## src/rtl/key_pkg.sv

```systemverilog
// Shared key-handling constants and debounce state encoding; also used by the click classifier.
package key_pkg;

  localparam int unsigned CLK_HZ = 24_000_000;

  // 20 ms debounce window and 10 s stuck-key timeout at CLK_HZ.
  localparam int unsigned DEF_DEBOUNCE_CYCLES = CLK_HZ / 50;
  localparam int unsigned DEF_STUCK_CYCLES    = CLK_HZ * 10;

  typedef enum logic [1:0] {
    S_HIGH      = 2'd0,
    S_WAIT_LOW  = 2'd1,
    S_LOW       = 2'd2,
    S_WAIT_HIGH = 2'd3
  } key_state_e;

endpackage

```

## src/rtl/key_debounce_if.sv

```systemverilog
// Button-side signal bundle: raw pin in, debounced level and edge pulses out.
interface key_debounce_if;

  logic key_in;
  logic key_level;
  logic key_neg;
  logic key_pos;
  logic key_stuck;

  modport master (
    output key_in,
    input  key_level,
    input  key_neg,
    input  key_pos,
    input  key_stuck
  );

  modport slave (
    input  key_in,
    output key_level,
    output key_neg,
    output key_pos,
    output key_stuck
  );

endinterface

```

## src/rtl/key_sync.sv

```systemverilog
// Two-flop synchroniser for an asynchronous input; both flops reset to RstVal.
module key_sync #(
  parameter logic RstVal = 1'b1
) (
  input  logic clk_i,
  input  logic rst_i,
  input  logic d_i,
  output logic q_o
);

  logic meta_q;
  logic sync_q;

  always_ff @(posedge clk_i) begin
    if (rst_i) begin
      meta_q <= RstVal;
      sync_q <= RstVal;
    end else begin
      meta_q <= d_i;
      sync_q <= meta_q;
    end
  end

  assign q_o = sync_q;

endmodule

```

## src/rtl/key_debounce.sv

```systemverilog
// Active-low push-button debouncer: synchronise, filter bounce, emit press/release pulses.
// Optional stuck-key detector enabled by defining KEY_DEB_STUCK_DET_EN.
module key_debounce
  import key_pkg::*;
#(
  parameter int unsigned DEBOUNCE_CYCLES = DEF_DEBOUNCE_CYCLES,
  parameter int unsigned STUCK_CYCLES    = DEF_STUCK_CYCLES
) (
  input  logic           clk,
  input  logic           rst,
  key_debounce_if.slave  bus
);

  if (DEBOUNCE_CYCLES < 2) begin : g_bad_debounce
    $error("DEBOUNCE_CYCLES must be at least 2");
  end
  if (STUCK_CYCLES < 1) begin : g_bad_stuck
    $error("STUCK_CYCLES must be at least 1");
  end

  localparam int unsigned CntW = $clog2(DEBOUNCE_CYCLES);
  localparam logic [CntW-1:0] CntMax = CntW'(DEBOUNCE_CYCLES - 1);

  logic            key_sync;
  key_state_e      state_q;
  logic [CntW-1:0] cnt_q;
  logic            level_q;
  logic            neg_q;
  logic            pos_q;
  logic            rel_accept;

  key_sync #(
    .RstVal (1'b1)
  ) u_key_sync (
    .clk_i (clk),
    .rst_i (rst),
    .d_i   (bus.key_in),
    .q_o   (key_sync)
  );

  assign rel_accept = (state_q == S_WAIT_HIGH) && key_sync && (cnt_q == CntMax);

  // cnt_q counts consecutive samples that disagree with the accepted level.
  always_ff @(posedge clk) begin
    if (rst) begin
      state_q <= S_HIGH;
      cnt_q   <= '0;
      level_q <= 1'b1;
      neg_q   <= 1'b0;
      pos_q   <= 1'b0;
    end else begin
      neg_q <= 1'b0;
      pos_q <= 1'b0;
      case (state_q)
        S_HIGH: begin
          if (!key_sync) begin
            state_q <= S_WAIT_LOW;
            cnt_q   <= CntW'(1);
          end else begin
            cnt_q <= '0;
          end
        end
        S_WAIT_LOW: begin
          if (key_sync) begin
            state_q <= S_HIGH;
            cnt_q   <= '0;
          end else if (cnt_q == CntMax) begin
            state_q <= S_LOW;
            level_q <= 1'b0;
            neg_q   <= 1'b1;
            cnt_q   <= '0;
          end else begin
            cnt_q <= cnt_q + 1'b1;
          end
        end
        S_LOW: begin
          if (key_sync) begin
            state_q <= S_WAIT_HIGH;
            cnt_q   <= CntW'(1);
          end else begin
            cnt_q <= '0;
          end
        end
        S_WAIT_HIGH: begin
          if (!key_sync) begin
            state_q <= S_LOW;
            cnt_q   <= '0;
          end else if (rel_accept) begin
            state_q <= S_HIGH;
            level_q <= 1'b1;
            pos_q   <= 1'b1;
            cnt_q   <= '0;
          end else begin
            cnt_q <= cnt_q + 1'b1;
          end
        end
        default: begin
          state_q <= S_HIGH;
          level_q <= 1'b1;
          cnt_q   <= '0;
        end
      endcase
    end
  end

  assign bus.key_level = level_q;
  assign bus.key_neg   = neg_q;
  assign bus.key_pos   = pos_q;

`ifdef KEY_DEB_STUCK_DET_EN
  localparam int unsigned StuckW = $clog2(STUCK_CYCLES + 1);
  localparam logic [StuckW-1:0] StuckMax = StuckW'(STUCK_CYCLES);

  logic [StuckW-1:0] stuck_cnt_q;
  logic              stuck_q;
  logic              held;

  assign held = (state_q == S_LOW) || (state_q == S_WAIT_HIGH);

  // Release acceptance wins over counting so the flag drops with key_pos.
  always_ff @(posedge clk) begin
    if (rst || rel_accept) begin
      stuck_cnt_q <= '0;
      stuck_q     <= 1'b0;
    end else if (held && (stuck_cnt_q != StuckMax)) begin
      stuck_cnt_q <= stuck_cnt_q + 1'b1;
      if (stuck_cnt_q == StuckMax - StuckW'(1)) begin
        stuck_q <= 1'b1;
      end
    end
  end

  assign bus.key_stuck = stuck_q;
`else
  assign bus.key_stuck = 1'b0;
`endif

endmodule
```

## src/flat_wrapper.sv

```systemverilog
// flat-port wrapper written by rule: the top's interface ports become plain ports
module key_debounce_flat import key_pkg::*;
#(
  parameter int unsigned DEBOUNCE_CYCLES = DEF_DEBOUNCE_CYCLES,
  parameter int unsigned STUCK_CYCLES    = DEF_STUCK_CYCLES
)
  (clk, rst, bus_key_in, bus_key_level, bus_key_neg, bus_key_pos, bus_key_stuck);
  key_debounce_if bus_i ();
  input  logic clk;
  input  logic rst;
  input wire logic [$bits(bus_i.key_in)-1:0] bus_key_in;
  output wire logic [$bits(bus_i.key_level)-1:0] bus_key_level;
  output wire logic [$bits(bus_i.key_neg)-1:0] bus_key_neg;
  output wire logic [$bits(bus_i.key_pos)-1:0] bus_key_pos;
  output wire logic [$bits(bus_i.key_stuck)-1:0] bus_key_stuck;
  assign bus_i.key_in = bus_key_in;
  assign bus_key_level = bus_i.key_level;
  assign bus_key_neg = bus_i.key_neg;
  assign bus_key_pos = bus_i.key_pos;
  assign bus_key_stuck = bus_i.key_stuck;
  key_debounce #(.DEBOUNCE_CYCLES(DEBOUNCE_CYCLES), .STUCK_CYCLES(STUCK_CYCLES)) u_core (.clk(clk), .rst(rst), .bus(bus_i));
endmodule
```

## config.mk

```make
export PLATFORM = sky130hd
export DESIGN_NAME = key_debounce_flat
export DESIGN_NICKNAME = d
export VERILOG_FILES = /design/src/rtl/key_pkg.sv /design/src/rtl/key_debounce_if.sv /design/src/rtl/key_sync.sv /design/src/rtl/key_debounce.sv /design/src/flat_wrapper.sv
export SDC_FILE = /design/constraint.sdc
export NUM_CORES = 1
export LEC_CHECK = 0
export BUFFER_PORTS_ARGS = -buffer_cell sky130_fd_sc_hd__clkbuf_2
export CORE_MARGIN = 4
export CORE_UTILIZATION = 58
export CTS_BUF_LIST = sky130_fd_sc_hd__clkbuf_4 sky130_fd_sc_hd__clkbuf_8 sky130_fd_sc_hd__clkbuf_16
export CTS_CLUSTER_DIAMETER = 50
export DETAILED_ROUTE_END_ITERATION = 7
export GPL_ROUTABILITY_DRIVEN = 0
export GPL_TIMING_DRIVEN = 0
export HOLD_SLACK_MARGIN = 0.05
export PLACE_DENSITY = 0.77
export SLEW_MARGIN = 10
export SYNTH_ARGS = -nofsm -noshare
export SYNTH_HDL_FRONTEND = slang
export SYNTH_SLANG_ARGS = --single-unit
```

## constraint.sdc

```tcl
create_clock -name clk -period 4.1 [get_ports clk]
set_input_delay 0.205 -clock clk [delete_from_list [all_inputs] [get_ports clk]]
set_output_delay 0.205 -clock clk [all_outputs]
set_load 0.02 [all_outputs]
```

# Word level (Yosys, flattened, before mapping)
# Index checks and enable logic that the tools add are counted.
[classes]
n_reduce_logical = 8
bitwise = 3
mux = 21
eq_ne = 12
add_sub_neg = 1
[ops]
columns = ["op", "n"]
rows = [
  ["$mux 19", 4],
  ["$pmux 19 s4", 1],
  ["$add 19x1->19 const B", 1],
  ["$eq 19x19->1 const B", 1],
  ["$mux 2", 6],
  ["$mux 1", 8],
  ["$ne 2x2->1 const B", 4],
  ["$pmux 2 s4", 1],
  ["$ne 3x2->1 const B", 2],
  ["$reduce_or 3->1", 2],
  ["$reduce_and 5->1", 1],
  ["$eq 2x2->1 const B", 2],
  ["$ne 2x1->1 const B", 2],
  ["$reduce_and 4->1", 1],
  ["$not 1->1", 3],
  ["$eq 2x1->1 const B", 1],
  ["$logic_and 1x1->1", 2],
  ["$logic_not 2->1", 1],
  ["$pmux 1 s2", 1],
  ["$reduce_bool 2->1", 1],
]
[totals]
inputBits = 3
word_cells = 52
register_bits = 26
output_inout_bits = 4

# Depth between registers and ports, before layout
[depth]
depth_word = 6
mapped_depth = 7

# Modules after synthesis
# From an unflattened synthesis, not the netlist that was laid out.
[unflattened]
hier_cells = 126
hier_area_um2 = 1143.6
[modules_own_cells]
columns = ["module", "area_each_um2", "seq_area_each_um2", "n_inst", "cells_each"]
rows = [
  ["key_debounce", 1091.0, 480.5, 1, 122],
  ["key_sync", 52.6, 40.0, 1, 4],
]

# Worst setup path after synthesis
# Ideal clock, no wire load.
[synth_timing]
kind = "flip-flop to flip-flop"
start = "register u_core.cnt_q[0]"
end = "register u_core.cnt_q[10]"
path_buffers = 2
required_ps = 3983
stages_incl_launch_ff = 8
arrival_time_ps = 1489
slack_ps = 2493
synth_period_minus_slack_ps = 1607
cell_sequence = "dfxtp_1 ha_1 and4_1 buf_4 nand3_2 o21ai_2 buf_2 nor2_1"
[synth_via]
elab_chain_cells = 5
word_cells_on_any_way = 8
classes_between = "add/sub: 1; eq/ne: 1; mux: 5; reduce/logical: 1"
[synth_lines]
columns = ["element", "line_no", "source"]
rows = [
  ["start, declared", "key_debounce.sv:26", "logic [CntW-1:0] cnt_q;"],
  ["start signal, assigned", "key_debounce.sv:58", "cnt_q <= CntW'(1);"],
  ["start signal, assigned", "key_debounce.sv:73", "cnt_q <= cnt_q + 1'b1;"],
  ["start signal, assigned", "key_debounce.sv:79", "cnt_q <= CntW'(1);"],
  ["parallel branches: the longest is 4 deep, another holds $add 19x1->19", "--", ""],
  ["$pmux 19 s4 *", "key_debounce.sv:54", "case (state_q)"],
]
# Every way passes the cells marked *.
# A chain may end at the register's enable or synchronous reset.

# Worst setup path after layout
[layout_timing]
start = "register u_core.cnt_q[0]"
end = "register u_core.cnt_q[6]"
# The elaborated chain is that of the path after synthesis.

==> impl_results.md <==
- Filler instances: 153
- WS Path Type: reg2reg
- Post-Route Setup TNS: 0 ps
- Async SR Flop Fraction: 0%
- Total GRT Usage: 16.85%
- CP required: 4320 ps
- Die height: 52.11 um
- Internal: 0.0003120 W
- Post-synth top cells: dfxtp_1, nor2_1, xor2_1
- Main flop type after synthesis: dfxtp_1
- Post-synthesis sequential area ratio: 46.12%
- Final-report hold violation count: 0
- Final Routed Wirelength: 1.920 mm
- Area Overhead vs Synth: 9.091%
- Sw Ratio: 19.73%
- Final nets: 141
- Syn Nets: 130
- Area of the multi-input gates: 568.0 um2
- Slew Limit Fails: 0
- Via density: 5.615
- First DRT Iteration DRCs: 21
- Grt total ovfl: 0
- Register area: 520.5 um2
- CP max-delay cell: dfxtp_1
- Launching point of the worst reg2reg path: u_core.cnt_q[0]
- Gate power share: 1.8%
- Clock slew at reported path FFs: 130 ps
- Maximum VDD drop: 0.2283 mV
- Remaining DRCs: 0
- Cell area after synthesis: 0.001129 mm2
- Average size of a mapped cell: 8.957 um2
- Share of power burned in registers: 65.7%
- FF+latch count, synth: 26
- Final Cycle Share: 46.83%
- Fin cells: 161
- Setup slack, reg-to-reg: 2180 ps
- Row cnt: 15
- CTS resizes: 0
- Routed WL per cell: 11.93 um
- Fmax: 520.9 MHz
- Post-CTS setup buffers: 0
- Initial antenna violation count: 0
- Ys Warns: 0
- Max incr delay on CP: 390 ps
- Post-synth top area share: 46.12%
- Outcome: completed
- Psw: 0.00007669 W
- Tot Pwr: 0.0003887 W
- Synth area leaders: dfxtp_1, xor2_1, nor2_1
- Crit-path cells: ha_1 -> and4_1 -> buf_4 -> nand3_2 -> o21ai_2 -> buf_2 -> nor2_1
- Largest net degree at the start of global routing: 15
- Layout cells sized above 1: 13.97%
- # setup viols final: 0
- Hold Crit Class: in2reg
- Core Area: 0.001783 mm2
- Num CTS Buffers: 3
- Max_cap viols: 0
- Unique cell type count in the Yosys netlist: 29
- Detailed placer's ending HPWL: 1.372 mm
- Worst Setup End Kind: flip-flop
- Crit path max fanout: 10
- RR Endpoint: u_core.cnt_q[6]
- PD cells: 315.7 mW/mm2
- Num ports: 7
- Clock Sinks: 26
- Synthesized netlist cell count: 126
- Worst setup SP type: flip-flop
- Buffers on Ports: 5
- Crit path DAT: 2140 ps
- Delay-heaviest family, CP: buffers and inverters
- R2r worst-path depth: 7
- Placed cells: 156
- Clk Latency, worst-skew pair: 320 ps
- Die W: 52.11 um
- Worst hold path stage count: 2
- Count leader, synth: dfxtp_1
- Starting Density: 63.30%
- Post-synth top area cell: dfxtp_1
- Skew final: 2.230 ps
- Root Driver: clkbuf_4
- Leakage: 0.4231 nW
- Final ANT Viol Nets: 0
- Post-synth EDFFs: 0
- Die Area: 0.002715 mm2
- Ant diodes: 0
- RSZ-0062 raised after global routing: false
- Clock buffer depth: 2
- Hold path start: rst
- Pre-Repair DR Iteration Count: 4
- First-pass GRT wire length: 3.394 mm
- Clk pwr share: 32.5%
- CTS tree: yes
- CP Buf/Inv Count: 2
- CTS HTree Levels: 1
- Total number of vias: 904
- Crit path time final: 1920 ps
- Vias in the first global route: 798
## routing by layer
metal / share of wire [%] / wire length (um) / vias to the layer above / GRT usage (%)
met5: 0 / 0 / - / 0
met4: 0.36 / 7 / 0 / 4.367
met3: 5.1 / 97 / 2 / 6.877
met2: 45 / 871 / 19 / 25.73
met1: 49 / 943 / 420 / 21.86
li1: - / - / 463 / -
## cell type report
type | count | share of cell area, %
inverter | 4 | 1.220
sequential | 26 | 42.28
tap | 25 | 2.541
multi-input combinational | 92 | 46.14
buffer | 4 | 2.033
clock buffer | 4 | 2.947
timing repair buffer | 6 | 2.846
## worst max-delay path by stage
stage / end / cells past startpoint / start
floorplan: u_core.cnt_q[10] / 7 / u_core.cnt_q[0]
global placement: u_core.cnt_q[14] / 7 / u_core.cnt_q[0]
detailed placement: u_core.cnt_q[7] / 7 / u_core.cnt_q[0]
CTS: u_core.cnt_q[6] / 7 / u_core.cnt_q[0]
global route: u_core.cnt_q[14] / 7 / u_core.cnt_q[0]
finish: u_core.cnt_q[6] / 7 / u_core.cnt_q[0]
## cells by family after synthesis
group                    Yosys count  synth area share, %
adder cells (fa/ha/maj)            1                1.108
AND/OR/NAND/NOR                   59                29.27
other                              1               0.3323
flip-flops                        26                46.12
AO/OA/AOI/OAI                     18                9.535
XOR/XNOR                          13                10.09
buffers and inverters              8                3.547
## power groups by stage
stage | sequential [W] | clock, W | combinational [W]
5_1_grt | 0.000256 | 0.000141 | 0.00000810
2_1_floorplan | 0.000260 | 0 | 0.00000461
4_1_cts | 0.000255 | 0.000133 | 0.00000701
3_3_place_gp | 0.000261 | 0 | 0.00000617
3_5_place_dp | 0.000261 | 0 | 0.00000627
6_report | 0.000255 | 0.000126 | 0.00000710
## through the flow
| step | area (um2) | util (%) | setup WS, ps | hold slack (ps) |
|---|---|---|---|---|
| CTS | 1231 | 69.05 | 2159 | 53.31 |
| floorplan | 1129 | - | 2494 | 274.1 |
| global route | 1231 | 69.05 | 2028 | 59.21 |
| detailed placement | 1185 | 66.46 | 2188 | 392.1 |
| global placement | 1185 | 66.46 | 2214 | 390.4 |
| finish | 1231 | 69.05 | 2180 | 64.02 |
## sequential cells by signal, indices dropped and copies added, names as in the netlist, named ones only
signal                    flops
u_core.cnt_q                 19
u_core.bus.key_level          1
u_core.bus.key_neg            1
u_core.bus.key_pos            1
u_core.state_q                1
u_core.u_key_sync.meta_q      1
u_core.u_key_sync.q_o         1
## cells in the final DEF (no fill, tap or decap), types with 2 or more instances in the layout
master	Yosys	layout
nand3_1	6	6
and4_1	5	5
clkbuf_2	0	5
clkbuf_4	0	3
a21oi_1	8	8
nor2_1	13	13
or2_2	4	4
nand4_1	5	5
and2_1	2	2
o31ai_1	3	3
nor3_1	3	3
buf_4	2	2
nand2_1	8	8
o21ai_0	4	4
or4_1	2	2
or3_1	4	4
buf_2	2	2
xor2_1	10	10
dfxtp_1	26	26
inv_1	4	4
and3_1	3	3
xnor2_1	3	3
## worst register-to-register path: cells and delay by family (launching register included)
kind                       cells  cell delay, ps
AOI/OAI and AO/OA              1             360
adders and majority gates      1             210
buffers and inverters          2             440
DFF                            1             390
and+or+nand+nor                3             440
## timing repair
action	4_1_cts	5_1_grt
setup endpoints to repair	0	0
hold buffers	1	0
hold endpoints to repair	1	0
Power figures use the tool's default switching activity.
